--- src/rtl/alu_pkg.sv ---
// Shared constants and types for the bit-serial ALU sequencer.
package alu_pkg;
    localparam int WIDTH    = 24;
    localparam int BINV_BIT = 2;

    localparam logic [2:0] OP_AND = 3'b000;
    localparam logic [2:0] OP_OR  = 3'b001;
    localparam logic [2:0] OP_ADD = 3'b010;
    localparam logic [2:0] OP_SUB = 3'b110;
    localparam logic [2:0] OP_XOR = 3'b011;

    localparam logic [1:0] OPN_AND = 2'b00;
    localparam logic [1:0] OPN_OR  = 2'b01;
    localparam logic [1:0] OPN_ADD = 2'b10;
    localparam logic [1:0] OPN_XOR = 2'b11;

    typedef enum logic [1:0] {IDLE, RUN, FIN} state_t;
endpackage

--- src/rtl/alu_serial_ctrl_if.sv ---
// Request/response bundle between the control unit and the serial ALU.
interface alu_serial_ctrl_if #(parameter int W = alu_pkg::WIDTH);
    logic         start;
    logic [2:0]   opcode;
    logic [W-1:0] a;
    logic [W-1:0] b;
    logic         busy;
    logic         done;
    logic [W-1:0] result;
    logic         zero;
    logic         cout;
    logic         overflow;

    modport master (output start, opcode, a, b,
                    input  busy, done, result, zero, cout, overflow);
    modport slave  (input  start, opcode, a, b,
                    output busy, done, result, zero, cout, overflow);
endinterface

--- src/rtl/alu_bit_slice.sv ---
// One-bit ALU slice: optional B inversion, AND/OR/ADD/XOR selected by OPERATION.
module alu_bit_slice
    import alu_pkg::*;
(
    input  logic       i_a,
    input  logic       i_b,
    input  logic       i_cin,
    input  logic       i_binvert,
    input  logic [1:0] i_operation,
    output logic       o_result,
    output logic       o_cout
);
    logic w_b_eff;
    logic w_sum;

    assign w_b_eff = i_binvert ? ~i_b : i_b;
    assign w_sum   = i_a ^ w_b_eff ^ i_cin;
    assign o_cout  = (i_a & w_b_eff) | (i_cin & (i_a ^ w_b_eff));

    // 4:1 result mux
    always_comb begin
        o_result = 1'b0;
        case (i_operation)
            OPN_AND: o_result = i_a & w_b_eff;
            OPN_OR:  o_result = i_a | w_b_eff;
            OPN_ADD: o_result = w_sum;
            OPN_XOR: o_result = i_a ^ w_b_eff;
            default: o_result = 1'b0;
        endcase
    end
endmodule

--- src/rtl/alu_serial_ctrl.sv ---
// Bit-serial sequencer: feeds one ALU slice LSB-first for WIDTH cycles and
// publishes the result with ZERO/COUT/OVERFLOW on a one-cycle DONE.
module alu_serial_ctrl
    import alu_pkg::*;
(
    input  logic               i_clk,
    input  logic               i_rst_n,
    alu_serial_ctrl_if.slave   bus
);
    localparam int CW = $clog2(WIDTH);

    state_t             r_state, w_next;
    logic [WIDTH-1:0]   r_a_sh, r_b_sh, r_res_sh, r_result;
    logic [2:0]         r_op;
    logic [CW-1:0]      r_cnt;
    logic               r_carry, r_zero, r_cout, r_ovf, r_done;
    logic               w_bit, w_cout, w_last, w_arith;
    logic [WIDTH-1:0]   w_final;

    alu_bit_slice u_slice (
        .i_a         (r_a_sh[0]),
        .i_b         (r_b_sh[0]),
        .i_cin       (r_carry),
        .i_binvert   (r_op[BINV_BIT]),
        .i_operation (r_op[1:0]),
        .o_result    (w_bit),
        .o_cout      (w_cout)
    );

    assign w_last  = (r_cnt == CW'(WIDTH - 1));
    assign w_arith = (r_op[1:0] == OPN_ADD);
    // Complete result including the bit the slice is producing right now.
    assign w_final = {w_bit, r_res_sh[WIDTH-1:1]};

    // State register
    always_ff @(posedge i_clk or negedge i_rst_n) begin
        if (!i_rst_n) r_state <= IDLE;
        else          r_state <= w_next;
    end

    // Next-state logic; START is only honoured in IDLE
    always_comb begin
        w_next = r_state;
        case (r_state)
            IDLE:    if (bus.start) w_next = RUN;
            RUN:     if (w_last)    w_next = FIN;
            FIN:     w_next = IDLE;
            default: w_next = IDLE;
        endcase
    end

    // Datapath: operand latch, serial shift, and result/flag publication.
    // Outputs are written on the edge entering FIN so they are valid while
    // DONE is high; at that edge r_carry still holds the MSB carry-in, which
    // is exactly the c_msb term of the overflow check.
    always_ff @(posedge i_clk or negedge i_rst_n) begin
        if (!i_rst_n) begin
            r_a_sh   <= '0;
            r_b_sh   <= '0;
            r_res_sh <= '0;
            r_op     <= '0;
            r_cnt    <= '0;
            r_carry  <= 1'b0;
            r_result <= '0;
            r_zero   <= 1'b0;
            r_cout   <= 1'b0;
            r_ovf    <= 1'b0;
            r_done   <= 1'b0;
        end else begin
            r_done <= 1'b0;
            case (r_state)
                IDLE: if (bus.start) begin
                    r_a_sh   <= bus.a;
                    r_b_sh   <= bus.b;
                    r_op     <= bus.opcode;
                    r_carry  <= bus.opcode[BINV_BIT];
                    r_cnt    <= '0;
                    r_res_sh <= '0;
                end
                RUN: begin
                    r_a_sh   <= r_a_sh >> 1;
                    r_b_sh   <= r_b_sh >> 1;
                    r_res_sh <= w_final;
                    r_carry  <= w_cout;
                    r_cnt    <= r_cnt + 1'b1;
                    if (w_last) begin
                        r_result <= w_final;
                        r_zero   <= (w_final == '0);
                        r_cout   <= w_arith & w_cout;
                        r_ovf    <= w_arith & (r_carry ^ w_cout);
                        r_done   <= 1'b1;
                    end
                end
                default: ;
            endcase
        end
    end

    assign bus.busy     = (r_state != IDLE);
    assign bus.done     = r_done;
    assign bus.result   = r_result;
    assign bus.zero     = r_zero;
    assign bus.cout     = r_cout;
    assign bus.overflow = r_ovf;
endmodule

--- src/flat_wrapper.sv ---
// flat-port wrapper written by rule: the top's interface ports become plain ports
module alu_serial_ctrl_flat import alu_pkg::*;
  (i_clk, i_rst_n, bus_start, bus_opcode, bus_a, bus_b, bus_busy, bus_done, bus_result, bus_zero, bus_cout, bus_overflow);
  alu_serial_ctrl_if bus_i ();
  input  logic i_clk;
  input  logic i_rst_n;
  input wire logic [$bits(bus_i.start)-1:0] bus_start;
  input wire logic [$bits(bus_i.opcode)-1:0] bus_opcode;
  input wire logic [$bits(bus_i.a)-1:0] bus_a;
  input wire logic [$bits(bus_i.b)-1:0] bus_b;
  output wire logic [$bits(bus_i.busy)-1:0] bus_busy;
  output wire logic [$bits(bus_i.done)-1:0] bus_done;
  output wire logic [$bits(bus_i.result)-1:0] bus_result;
  output wire logic [$bits(bus_i.zero)-1:0] bus_zero;
  output wire logic [$bits(bus_i.cout)-1:0] bus_cout;
  output wire logic [$bits(bus_i.overflow)-1:0] bus_overflow;
  assign bus_i.start = bus_start;
  assign bus_i.opcode = bus_opcode;
  assign bus_i.a = bus_a;
  assign bus_i.b = bus_b;
  assign bus_busy = bus_i.busy;
  assign bus_done = bus_i.done;
  assign bus_result = bus_i.result;
  assign bus_zero = bus_i.zero;
  assign bus_cout = bus_i.cout;
  assign bus_overflow = bus_i.overflow;
  alu_serial_ctrl u_core (.i_clk(i_clk), .i_rst_n(i_rst_n), .bus(bus_i));
endmodule
--- config.mk ---
export PLATFORM = sky130hd
export DESIGN_NAME = alu_serial_ctrl_flat
export DESIGN_NICKNAME = d
export VERILOG_FILES = /design/src/rtl/alu_pkg.sv /design/src/rtl/alu_serial_ctrl_if.sv /design/src/rtl/alu_bit_slice.sv /design/src/rtl/alu_serial_ctrl.sv /design/src/flat_wrapper.sv
export SDC_FILE = /design/constraint.sdc
export NUM_CORES = 1
export LEC_CHECK = 0
export BUFFER_PORTS_ARGS = -buffer_cell sky130_fd_sc_hd__buf_2
export CAP_MARGIN = 10
export CELL_PAD_IN_SITES_DETAIL_PLACEMENT = 1
export CELL_PAD_IN_SITES_GLOBAL_PLACEMENT = 2
export CORE_UTILIZATION = 30
export DETAILED_ROUTE_END_ITERATION = 10
export PLACE_DENSITY_LB_ADDON = 0.25
export REMOVE_ABC_BUFFERS = 1
export SYNTH_ARGS = -nofsm -noshare
export SYNTH_HDL_FRONTEND = slang
export SYNTH_SLANG_ARGS = --single-unit
export TNS_END_PERCENT = 20
--- constraint.sdc ---
create_clock -name i_clk -period 4.3 [get_ports i_clk]
set_input_delay 0.215 -clock i_clk [delete_from_list [all_inputs] [get_ports i_clk]]
set_output_delay 0.215 -clock i_clk [all_outputs]
set_load 0.01 [all_outputs]
# After elaboration in Yosys (flattened, before gate mapping)
# Index checks and enable logic that the tools add are counted.
[totals] regBits=111 out_inout_bits=29 elab_cells=56
[classes] addsub=1 eq_ne=7 mux=17 bitwise=10 n_reduce_logical=9
[ops] operator="$pmux 24 s2" n=3
[ops] operator="$mux 24" n=3
[ops] operator="$logic_not 24->1" n=1
[ops] operator="$pmux 5 s2" n=1
[ops] operator="$reduce_and 2->1" n=4
[ops] operator="$add 5x1->5 const B" n=1
[ops] operator="$eq 5x5->1 const B" n=1
[ops] operator="$mux 5" n=1
[ops] operator="$and 1x1->1" n=4
[ops] operator="$eq 2x1->1 const B" n=2
[ops] operator="$eq 2x2->1 const B" n=2
[ops] operator="$logic_not 2->1" n=2
[ops] operator="$mux 1" n=4
[ops] operator="$mux 2" n=2
[ops] operator="$pmux 1 s4" n=1
[ops] operator="$pmux 2 s2" n=1
[ops] operator="$reduce_bool 2->1" n=2
[ops] operator="$xor 1x1->1" n=3
[ops] operator="$ne 2x1->1 const B" n=1
[ops] operator="$ne 2x2->1 const B" n=1
[ops] operator="$or 1x1->1" n=2
[ops] operator="$pmux 1 s2" n=1
[ops] operator="$not 1->1" n=1

# Longest topological paths before layout
# Gate-level depths: netlist of run 1.
[logic_depth] depth_word=7 depth_mapped=6 mapped_depth_nobuf=6

# Modules after synthesis
# A second synthesis of run 1 with hierarchy kept.
[unflattened] cells_unflattened=442 hier_area_um2=4747.1
[by_module_without_submodules] module="alu_serial_ctrl" instances=1 cells_per_inst=434 area_each_um2=4659.5 seq_area_each_um2=2752.6
[by_module_without_submodules] module="alu_bit_slice" instances=1 cells_per_inst=8 area_each_um2=87.6 seq_area_each_um2=0.0

# Worst setup path after synthesis of run 1
# Ideal clock, no wire load.
[synth_path] path_type="register -> register" startpoint="register u_core.r_op[2]" endpoint="register u_core.r_zero (netlist: u_core.bus.zero)" setup_time_ns=0.103 t_arrival_ns=1.970 slack_ns=2.227 path_stages_with_launch=7 path_buffers=0 period_less_slack_ns=2.073 path_cell_list="dfrtp_1 -> xor2_1 -> inv_1 -> fa_1 -> inv_1 -> mux4_2 -> o41ai_2"
[synth_between] elab_chain_cells=5
[synth_rtl] element="start, declared" line_no="alu_serial_ctrl.sv:14" text="logic [2:0] r_op;"
[synth_rtl] element="start signal, assigned" line_no="alu_serial_ctrl.sv:75" text="r_op <= bus.opcode;"
[synth_rtl] element="$mux 1 *" line_no="alu_bit_slice.sv:16" text="assign w_b_eff = i_binvert ? ~i_b : i_b;"
[synth_rtl] element="$xor 1x1->1" line_no="alu_bit_slice.sv:17, alu_bit_slice.sv:27"
[synth_rtl] element="$xor 1x1->1" line_no="alu_bit_slice.sv:17" text="assign w_sum = i_a ^ w_b_eff ^ i_cin;"
[synth_rtl] element="$pmux 1 s4 *" line_no="alu_bit_slice.sv:23" text="case (i_operation)"
[synth_rtl] element="$logic_not 24->1 *" line_no="alu_serial_ctrl.sv:88" text="r_zero <= (w_final == '0);"
[synth_rtl] element="end signal, assigned" line_no="alu_serial_ctrl.sv:88"
[synth_rtl] element="end, declared" line_no="alu_serial_ctrl.sv:16" text="logic r_carry, r_zero, r_cout, r_ovf, r_done;"
# Every way passes the cells marked *; elsewhere a longest branch is shown, timed or not.
# A chain may end at the register's enable or synchronous reset.

# Worst setup path after layout of run 1
[layout_path] startpoint="register u_core.r_state[1]" endpoint="register u_core.r_b_sh[2]"
[layout_between] elab_chain_cells=3
[layout_rtl] element="start, declared" line_no="alu_serial_ctrl.sv:12" text="state_t r_state, w_next;"
[layout_rtl] element="start signal, assigned" line_no="alu_serial_ctrl.sv:38" text="else r_state <= w_next;"
[layout_rtl] element="$eq 2x1->1 or $logic_not 2->1 (tied branches)" line_no="alu_serial_ctrl.sv:71" text="case (r_state)"
[layout_rtl] element="$reduce_bool 2->1 (no source line) or $ne 2x2->1 (tied branches)"
[layout_rtl] element="$reduce_and 2->1 (no source line)"
[layout_rtl] element="end signal, assigned" line_no="alu_serial_ctrl.sv:74" text="r_b_sh <= bus.b;"
[layout_rtl] element="end signal, assigned" line_no="alu_serial_ctrl.sv:82" text="r_b_sh <= r_b_sh >> 1;"
[layout_rtl] element="end, declared" line_no="alu_serial_ctrl.sv:13" text="logic [WIDTH-1:0] r_a_sh, r_b_sh, r_res_sh, r_result;"
# Parallel ways exist; a longest one is shown, timed or not.

==> flow_metrics.env, run 1 <==
export IMPL_status="finished clean"
export IMPL_slowest_delay_ps=820
export IMPL_ctsResizeCount=0
export IMPL_global_route_usage_total_pct=15.6
export IMPL_fin_nets=567
export IMPL_leakage_nw=2.64
export IMPL_num_vias=3552
export IMPL_crit_chain="or3b_2, buf_4, o22ai_1, nor2_1"
export IMPL_total_power_mw=3.97
export IMPL_min_period_ps=2220
export IMPL_first_pass_iters=4
export IMPL_dp_cells=686
export IMPL_final_cell_mix="dfrtp_1 (110), buf_2 (81), nand2_1 (64)"
export IMPL_yosysWarnings=0
export IMPL_cts_root_buffer="clkbuf_16"
export IMPL_slew_headroom_pct=33.7
export IMPL_num_rows=45
export IMPL_hold_viol_final=0
export IMPL_io_pins=83
export IMPL_clock_sinks=110
export IMPL_grt_overflow=0
export IMPL_gp_congestion=0.749
export IMPL_postRouteAntennaNets=0
export IMPL_synth_cell_type_count=36
export IMPL_required_ps=4580
export IMPL_path_max_fanout=45
export IMPL_powerDensity_nw_per_um2=723
export IMPL_cts_tree="yes"
export IMPL_start_util_pct=30.7
export IMPL_coreArea_um2=15100
export IMPL_final_common_cell="dfrtp_1"
export IMPL_multi_input_area_um2=1700
export IMPL_fin_skew_ps=4.64
export IMPL_io_buffers=82
export IMPL_nFillCells=1685
export IMPL_maxCapViolCount=0
export IMPL_fin_area_um2=5490
export IMPL_drc_errors=0
export IMPL_fmax_ghz=0.451
export IMPL_worstSetupStartpointType="register"
export IMPL_grt_pass1_vias=3802
export IMPL_hpwl_um=7230
export IMPL_slew_violations=0
export IMPL_worst_setup_path_type="reg -> reg"
export IMPL_final_seq_area_um2=2750
export IMPL_place_area_um2=5160
export IMPL_rsz0062_at_grt="no"
export IMPL_chipHeight_um=126
export IMPL_wl_met2_um=5370
export IMPL_vdd_drop_max_uv=262
export IMPL_wl_um=11500
export IMPL_drt_initial_drc_count=156
export IMPL_synth_area_per_cell_um2=10.5
export IMPL_critPathSlowestCell="or3b_2"
export IMPL_top_layer="met5"
export IMPL_ys_ff_latch=110
export IMPL_clockBufferDepth=2
export IMPL_dieArea_um2=16000
export IMPL_drive_above_1_share_pct=26.1
export IMPL_route_met3_wl_um=762
export IMPL_synth_area_um2=4650
export IMPL_wl_per_cell_um=16.3
export IMPL_grt_max_degree=78
export IMPL_ctsHoldBuffers=0
export IMPL_via_per_inst=5.06
export IMPL_synth_area_leader_cell="dfrtp_1"
export IMPL_numCtsBuffers=9
export IMPL_clk_insertion_delay_late_ps=350
export IMPL_synth_top_cell_area_share_pct=59.3
export IMPL_clkTransAtPathRegs_ps=70
export IMPL_worstSetupEndpointType="register"
export IMPL_area_growth_pct=18.2
export IMPL_tns_ps=0
export IMPL_period_share_pct=51.5
export IMPL_wl_met1_um=5220
export IMPL_worst_slew_pin_transition_ps=995
export IMPL_synth_cells=444
export IMPL_final_cells=702
export IMPL_grt_pass1_wl_um=19800
export IMPL_final_setup_viol_count=0
export IMPL_die_x_um=126
export IMPL_cts_htree_levels=3
export IMPL_hold_path_class="in -> async"
export IMPL_antenna_found_initial=2
export IMPL_synth_area_leaders="dfrtp_1 (59%), o22ai_1 (6.2%), mux2_2 (5.8%)"
export IMPL_crit_arrival_ps=2490
export IMPL_synth_seq_area_share_pct=59.3
export IMPL_post_cts_repair_setup_buffers=0
final cells by class:
| type | count | area share (%) |
|---|---|---|
| multi-input combinational | 294 | 31.0 |
| inverter | 7 | 0.479 |
| clock inverter | 4 | 1.28 |
| timing repair buffer | 87 | 8.21 |
| tap | 188 | 4.29 |
| sequential | 110 | 50.1 |
| clock buffer | 11 | 4.60 |
| antenna | 1 | 0.0456 |
state kept, by name, summed over array words and instances (netlist names):
signal and flops:
u_core.bus.cout 1, u_core.bus.done 1, u_core.bus.overflow 1, u_core.bus.result 24, u_core.bus.zero 1, u_core.r_a_sh 24, u_core.r_b_sh 24, u_core.r_carry 1
u_core.r_cnt 5, u_core.r_op 3, u_core.r_res_sh 23, u_core.r_state 2
critical path, delay by kind of cell (launching register included):
kind                   cells  cell delay [ps]
flip-flops                 1              510
AND/OR/NAND/NOR            2              960
AO/OA/AOI/OAI              1              150
buffers and inverters      1              490
routing by layer:
| metal | GRT usage, % | vias to the layer above |
|---|---|---|
| met5 | 0 | - |
| met4 | 3.40 | 2 |
| met3 | 5.65 | 10 |
| met2 | 25.8 | 86 |
| met1 | 19.6 | 1767 |
| li1 | - | 1687 |
per-stage QoR:
stage | util [%] | setup slack, ps | hold WS (ps)
2_1_floorplan | - | 1310 | -80.6
3_3_place_gp | 34.1 | 2140 | 408
3_5_place_dp | 34.1 | 2050 | 418
4_1_cts | 36.2 | 2040 | 42.0
5_1_grt | 36.2 | 1890 | 56.9
6_report | 36.2 | 2090 | 31.7
Yosys cell counts, drive strengths merged:
cell and n:
nor2b 1, nor3b 2, nor3 46, o21bai 1, o41ai 1, xor2 3, dfrtp 110, nand4 2
nand2 65, and4b 1, nand2b 2, mux4 1, ha 3, o2bb2ai 1, nand4b 1, clkbuf 19
nor2 46, nor4 5, o22ai 46, buf 14, inv 7, nand3 27, fa 1, a21oi 1
mux2 24, o31ai 2, or3b 1, mux2i 1, o21ai 8, or2 1, a221o 1
where the power goes:
part | internal, mW | switching [mW] | total (mW)
clock network | 0.537 | 0.364 | 0.901
registers | 1.47 | 0.310 | 1.78
logic | 0.560 | 0.734 | 1.29
total | 2.56 | 1.41 | 3.97
kinds of logic (layout without fill, tap and decap cells):
family,count (synthesis),after routing,synth area share (%)
compound gates,61,61,8.40
flops,110,110,59.3
mux,26,26,6.52
other cells,0,1,0
simple gates,200,200,19.6
xor+xnor,3,3,0.566
fa+ha+maj,4,4,1.24
buf+inv,40,109,4.47
final timing paths:
kind	startpoint	end	cells after the start	slack, ps
setup / recovery	u_core.r_state[1]$_DFFE_PN0P_	u_core.r_b_sh[2]$_DFFE_PN0P_	4	2090
hold / removal	i_rst_n	u_core.r_res_sh[1]$_DFFE_PN0P_	1	30
setup reg to reg	u_core.r_state[1]$_DFFE_PN0P_	u_core.r_b_sh[2]$_DFFE_PN0P_	4	2090
hold reg to reg	u_core.r_op[2]$_DFFE_PN0P_	u_core.r_op[2]$_DFFE_PN0P_	2	500
max in group asynchronous	i_rst_n	u_core.r_a_sh[18]$_DFFE_PN0P_	2	3270
min in group i_clk	bus_a[23]	u_core.r_a_sh[23]$_DFFE_PN0P_	3	60
Power figures use the tool's default switching activity.
==> inputs of run 2 (changes only) <==
--- a/config.mk
+++ b/config.mk
@@ -5,6 +5,7 @@
 export SDC_FILE = /design/constraint.sdc
 export NUM_CORES = 1
 export LEC_CHECK = 0
+export ABC_AREA = 1
 export BUFFER_PORTS_ARGS = -buffer_cell sky130_fd_sc_hd__buf_2
 export CAP_MARGIN = 10
 export CELL_PAD_IN_SITES_DETAIL_PLACEMENT = 1
==> constraint.sdc (replaced) <==
create_clock -name i_clk -period 2.05 [get_ports i_clk]
set_input_delay 0.1025 -clock i_clk [delete_from_list [all_inputs] [get_ports i_clk]]
set_output_delay 0.1025 -clock i_clk [all_outputs]
set_load 0.01 [all_outputs]
==> run 2 against run 1 <==
Against the previous run:
- register-to-register slack worse by 1700 ps
- final cell count is 5.7% higher
- worst hold slack worse by 8.1 ps
- utilization is 0.30 points higher
- clock-buffer cell count is 4 higher
- largest cell class unchanged
- die area is 0.51% lower
- critical path type unchanged
- synthesized area is 0.51% lower
==> flow_metrics.env, run 2 <==
export IMPL_status="finished clean"
export IMPL_clock_sinks=110
export IMPL_synth_fa_ha_area_share_pct=1.25
export IMPL_global_route_usage_total_pct=14.9
export IMPL_chipHeight_um=126
export IMPL_drc_errors=0
export IMPL_cts_root_buffer="clkbuf_16"
export IMPL_antenna_found_initial=0
export IMPL_hold_viol_final=0
export IMPL_post_cts_repair_setup_buffers=0
export IMPL_cts_tree="yes"
export IMPL_worst_slack_ps=409
export IMPL_dp_slack_ps=389
export IMPL_synth_cells=462
export IMPL_ctsResizeCount=0
export IMPL_powerDensity_nw_per_um2=1420
export IMPL_leakage_nw=2.79
export IMPL_final_cell_mix="dfrtp_1 (110), buf_2 (81), inv_1 (80)"
export IMPL_worstSetupStartpointType="register"
export IMPL_whs_ps=23.6
export IMPL_synth_most_common_cell="dfrtp_1"
export IMPL_synth_area_um2=4620
export IMPL_slew_violations=0
export IMPL_dieArea_um2=15900
export IMPL_cts_htree_levels=3
export IMPL_die_x_um=126
export IMPL_gp_congestion=0.706
export IMPL_coreArea_um2=15100
export IMPL_grt_max_degree=45
export IMPL_clockBufferDepth=2
export IMPL_clkTransAtPathRegs_ps=70
export IMPL_first_pass_iters=4
export IMPL_use_met3_pct=5.44
export IMPL_synth_cell_type_count=27
export IMPL_fmax_ghz=0.609
export IMPL_synth_area_per_cell_um2=10.0
export IMPL_min_period_ps=1640
export IMPL_hpwl_um=7440
export IMPL_multi_input_area_um2=1400
export IMPL_synth_simple_area_share_pct=7.93
export IMPL_area_growth_pct=19.7
export IMPL_diodes=0
export IMPL_async_flop_share_pct=100
export IMPL_yosysWarnings=0
export IMPL_synth_top_cell_area_share_pct=59.6
export IMPL_grt_pass1_vias=3784
export IMPL_synth_top_cells_by_count="dfrtp_1 (110), inv_1 (80), o22ai_1 (69), nand2_1 (56), a21oi_1 (48)"
export IMPL_io_buffers=82
export IMPL_synth_edf_count=0
export IMPL_via_per_inst=4.66
export IMPL_grtUsageMet1_pct=19.0
export IMPL_required_ps=2300
export IMPL_vdd_drop_max_uv=617
export IMPL_postRouteAntennaNets=0
export IMPL_crit_arrival_ps=1890
export IMPL_grt_overflow=0
export IMPL_start_util_pct=30.5
export IMPL_hold_path_class="in -> reg"
export IMPL_synth_area_leader_cell="dfrtp_1"
export IMPL_drt_initial_drc_count=104
export IMPL_nFillCells=1767
export IMPL_worst_slew_pin_transition_ps=635
export IMPL_num_vias=3457
export IMPL_synth_area_leaders="dfrtp_1 (60%), o22ai_1 (9.3%), inv_1 (6.5%)"
export IMPL_worst_setup_path_type="reg -> reg"
export IMPL_fin_nets=607
export IMPL_synthMuxAreaShare_pct=0
export IMPL_synth_top_family_by_area="compound AO/OA/AOI/OAI gates"
export IMPL_synthXorXnorAreaFrac_pct=0.379
export IMPL_slew_headroom_pct=57.7
export IMPL_ys_ff_latch=110
export IMPL_wl_per_cell_um=14.6
export IMPL_final_setup_viol_count=0
export IMPL_num_rows=45
export IMPL_maxCapViolCount=0
export IMPL_drive_above_1_share_pct=25.3
export IMPL_fin_skew_ps=5.90
export IMPL_synth_seq_area_share_pct=59.6
export IMPL_synth_main_ff_cell="dfrtp_1"
export IMPL_wl_um=10800
export IMPL_grt_pass1_wl_um=18800
export IMPL_rsz0062_at_grt="no"
export IMPL_io_pins=83
export IMPL_clk_insertion_delay_late_ps=350
export IMPL_final_common_cell="dfrtp_1"
export IMPL_grt_util_met2_pct=24.3
export IMPL_grt_busiest_layer="met2"
export IMPL_worstSetupEndpointType="register"
export IMPL_tns_ps=0
export IMPL_synth_compound_area_share_pct=20.6
export IMPL_path_max_fanout=3
export IMPL_period_share_pct=80.0
export IMPL_numCtsBuffers=9
export IMPL_total_power_mw=7.88
export IMPL_final_seq_area_um2=2750
[run 2: cell count changes after synthesis, sizes merged, moves of 5 or more]
cell	change
mux2	-24
nor4	-5
clkbuf	-19
o22ai	+23
buf	+10
nor3	-46
nand3	-20
nor2	-26
a21oi	+48
o21ai	+21
inv	+77
nand2	-7
[run 2: final timing paths]
path | start | to | slack [ps] | cells past startpoint
worst max-delay path | u_core.r_op[2]$_DFFE_PN0P_ | u_core.bus.zero$_DFFE_PN0P_ | 410 | 8
worst min-delay path | bus_opcode[2] | u_core.r_op[2]$_DFFE_PN0P_ | 20 | 3
worst max register to register | u_core.r_op[2]$_DFFE_PN0P_ | u_core.bus.zero$_DFFE_PN0P_ | 410 | 8
worst min register to register | u_core.bus.result[12]$_DFFE_PN0P_ | u_core.bus.result[12]$_DFFE_PN0P_ | 480 | 2
max in group asynchronous | i_rst_n | u_core.bus.result[16]$_DFFE_PN0P_ | 1000 | 3
min in group asynchronous | i_rst_n | u_core.r_res_sh[18]$_DFFE_PN0P_ | 320 | 2
[run 2: metrics by stage]
step | std cells | utilization [%] | area, um2
after floorplan | 438 | - | 4460
after global placement | 721 | 34.5 | 5220
after detailed placement | 721 | 34.5 | 5220
after CTS | 742 | 36.5 | 5530
after global routing | 742 | 36.5 | 5530
final | 742 | 36.5 | 5530
[run 2: repair_timing]
action,in CTS,in global routing
endpoints found under the setup margin,0,0
hold buffers,5,0
endpoints found under the hold margin,45,0
[run 2: layout make-up]
type	count	area share, %
flip-flops and latches	110	49.7
multi-input cells	244	25.2
repair buffers	100	10.4
inverters	84	5.70
clock buffers	15	4.66
well taps	188	4.25
clock inverters	1	0.0904
[run 2: cells by family (layout without fill, tap and decap cells)]
kind of cell,after synthesis,count (layout)
AOI/OAI and AO/OA,152,152
DFF,110,110
buffers and inverters,108,200
and+or+nand+nor,86,86
adders and majority gates,4,4
xor gates and xnor gates,2,2
[run 2: report_power, final]
| part | total (mW) | internal [mW] | switching, mW |
|---|---|---|---|
| clock network | 1.62 | 0.860 | 0.755 |
| registers | 3.43 | 2.99 | 0.445 |
| logic | 2.83 | 1.13 | 1.70 |
[run 2: critical path, cell delays in order (launching register included)]
cell and delay [ps]:
dfrtp_1 390, xnor2_1 330, fa_1 450, inv_1 60, nand2_1 40, nand3_1 90, a21oi_2 70, nand2_1 60
nand2_1 40
[run 2: routing by layer]
| metal | vias to the layer above | share of wire, % |
|---|---|---|
| li1 | 1709 | - |
| met1 | 1672 | 47 |
| met2 | 69 | 47 |
| met3 | 7 | 5.5 |
| met4 | 0 | 0.77 |
| met5 | - | 0 |
==> inputs of run 3 (changes only) <==
--- a/config.mk
+++ b/config.mk
@@ -5,7 +5,7 @@
 export SDC_FILE = /design/constraint.sdc
 export NUM_CORES = 1
 export LEC_CHECK = 0
-export ABC_AREA = 1
+export ABC_AREA = 0
 export BUFFER_PORTS_ARGS = -buffer_cell sky130_fd_sc_hd__buf_2
 export CAP_MARGIN = 10
 export CELL_PAD_IN_SITES_DETAIL_PLACEMENT = 1
==> constraint.sdc (replaced) <==
create_clock -name i_clk -period 1.4 [get_ports i_clk]
set_input_delay 0.07 -clock i_clk [delete_from_list [all_inputs] [get_ports i_clk]]
set_output_delay 0.07 -clock i_clk [all_outputs]
set_load 0.01 [all_outputs]
==> run 3 against run 2 <==
Against the previous run:
- the run now ends with setup timing left
- sequential share of layout area decreased by 8.2 points
- combinational power increased by 90%
- final cell count grew 6.6%
- clock skew is 3.7 ps higher
- global-route usage grew 2.0 points
- flip-flop and latch count did not move
- wire length up 15%
- power increased by 75%
- critical path depth fell by 2
- worst hold slack got worse by 11 ps
- die area rose by 0.51%
- non-clock buffer count grew 76
- critical path type unchanged
- largest cell class unchanged
==> flow_metrics.env, run 3 (synthesized netlist as in run 1, its figures left out) <==
export IMPL_status="finished, violations left"
export IMPL_violations="setup timing"
export IMPL_area_growth_pct=42.6
export IMPL_wl_per_cell_um=15.7
export IMPL_hold_viol_final=0
export IMPL_dp_cells=720
export IMPL_vdd_drop_max_uv=778
export IMPL_chipHeight_um=126
export IMPL_rsz0062_at_grt="yes"
export IMPL_leakage_nw=3.22
export IMPL_io_pins=83
export IMPL_required_ps=1650
export IMPL_final_cell_mix="dfrtp_1 (110), buf_2 (80), nand2_1 (64)"
export IMPL_worst_slack_ps=-718
export IMPL_path_max_fanout=3
export IMPL_via_per_inst=4.89
export IMPL_gp_congestion=0.721
export IMPL_cts_root_buffer="clkbuf_16"
export IMPL_drt_initial_drc_count=195
export IMPL_dieArea_um2=16000
export IMPL_period_share_pct=151
export IMPL_drc_errors=0
export IMPL_grt_max_degree=54
export IMPL_first_pass_iters=4
export IMPL_cts_tree="yes"
export IMPL_slew_violations=0
export IMPL_worstSetupStartpointType="register"
export IMPL_final_common_cell="dfrtp_1"
export IMPL_hpwl_um=7950
export IMPL_crit_arrival_ps=2370
export IMPL_dp_slack_ps=-777
export IMPL_worst_setup_path_type="reg -> reg"
export IMPL_worst_slew_pin_transition_ps=435
export IMPL_wl_um=12400
export IMPL_io_buffers=82
export IMPL_grt_overflow=0
export IMPL_total_power_mw=13.8
export IMPL_start_util_pct=30.7
export IMPL_clkTransAtPathRegs_ps=70
export IMPL_final_setup_viol_count=40
export IMPL_diodes=0
export IMPL_nFillCells=1657
export IMPL_powerDensity_nw_per_um2=2080
export IMPL_die_x_um=126
export IMPL_numCtsBuffers=9
export IMPL_num_vias=3867
export IMPL_maxCapViolCount=0
export IMPL_cts_htree_levels=3
export IMPL_r2r_slack_ps=-720
export IMPL_fin_util_pct=43.7
export IMPL_fin_nets=656
export IMPL_fin_skew_ps=9.55
export IMPL_min_period_ps=2120
export IMPL_final_cells=791
export IMPL_clockBufferDepth=2
export IMPL_clk_insertion_delay_late_ps=350
export IMPL_final_seq_area_um2=2750
export IMPL_coreArea_um2=15100
export IMPL_worstSetupEndpointType="register"
export IMPL_grt_pass1_vias=4218
export IMPL_fmax_ghz=0.472
export IMPL_grt_pass1_wl_um=21400
export IMPL_clock_sinks=110
export IMPL_postRouteAntennaNets=0
export IMPL_drive_above_1_share_pct=30.2
export IMPL_multi_input_area_um2=1830
export IMPL_antenna_found_initial=0
export IMPL_global_route_usage_total_pct=16.9
export IMPL_slew_headroom_pct=71.0
export IMPL_num_rows=45
export IMPL_hold_path_class="in -> reg"
==> run 3: through the flow <==
| step | cell area [um2] | setup TNS [ps] | hold WS, ps |
|---|---|---|---|
| after floorplan | 4460 | -111770 | -226 |
| after global placement | 5540 | -8030 | 39.6 |
| after detailed placement | 5540 | -9280 | 39.0 |
| after CTS | 6550 | -6690 | 13.3 |
| after global routing | 6630 | -10470 | 45.9 |
| final | 6630 | -5370 | 12.8 |
==> run 3: cell type report <==
cell class                 count  share of cell area (%)
inverter                       7                   0.397
clock buffer                  11                    3.66
clock inverter                 5                    1.57
multi-input combinational    294                    27.6
sequential                   110                    41.5
timing repair buffer         176                    21.6
tap                          188                    3.55
==> run 3: layer usage <==
metal	track usage [%]	part of all wire, %
met3	4.18	3.7
met5	0	0
met2	28.2	49
met4	4.68	1.2
met1	21.8	47
==> run 3: critical path: stages, from the launching register on <==
cell and delay (ps):
dfrtp_1 390, xor2_1 190, inv_1 100, fa_1 490, inv_1 40, mux4_2 500, o41ai_2 310
==> run 3: power breakdown <==
part / total, mW / switching (mW) / internal [mW]
registers: 5.37 / 0.872 / 4.50
logic: 5.38 / 2.64 / 2.74
clock network: 3.00 / 1.19 / 1.80
==> run 3: final timing paths <==
path	end	depth (start not counted)	startpoint
max in group asynchronous	u_core.r_a_sh[22]$_DFFE_PN0P_	3	i_rst_n
min in group asynchronous	u_core.r_res_sh[1]$_DFFE_PN0P_	2	i_rst_n
setup / recovery	u_core.bus.zero$_DFFE_PN0P_	6	u_core.r_op[2]$_DFFE_PN0P_
hold / removal	u_core.r_b_sh[15]$_DFFE_PN0P_	3	bus_b[15]
hold reg to reg	u_core.r_op[2]$_DFFE_PN0P_	2	u_core.r_op[2]$_DFFE_PN0P_
setup reg to reg	u_core.bus.zero$_DFFE_PN0P_	6	u_core.r_op[2]$_DFFE_PN0P_
==> run 3: timing repair <==
item                                   4_1_cts  5_1_grt
setup buffers                                3        1
setup endpoints to repair                   93       78
hold buffers                                49        0
endpoints found under the hold margin       75        0
pin swaps                                    3        4
resized for setup                           31        9
gates cloned                                 1        1
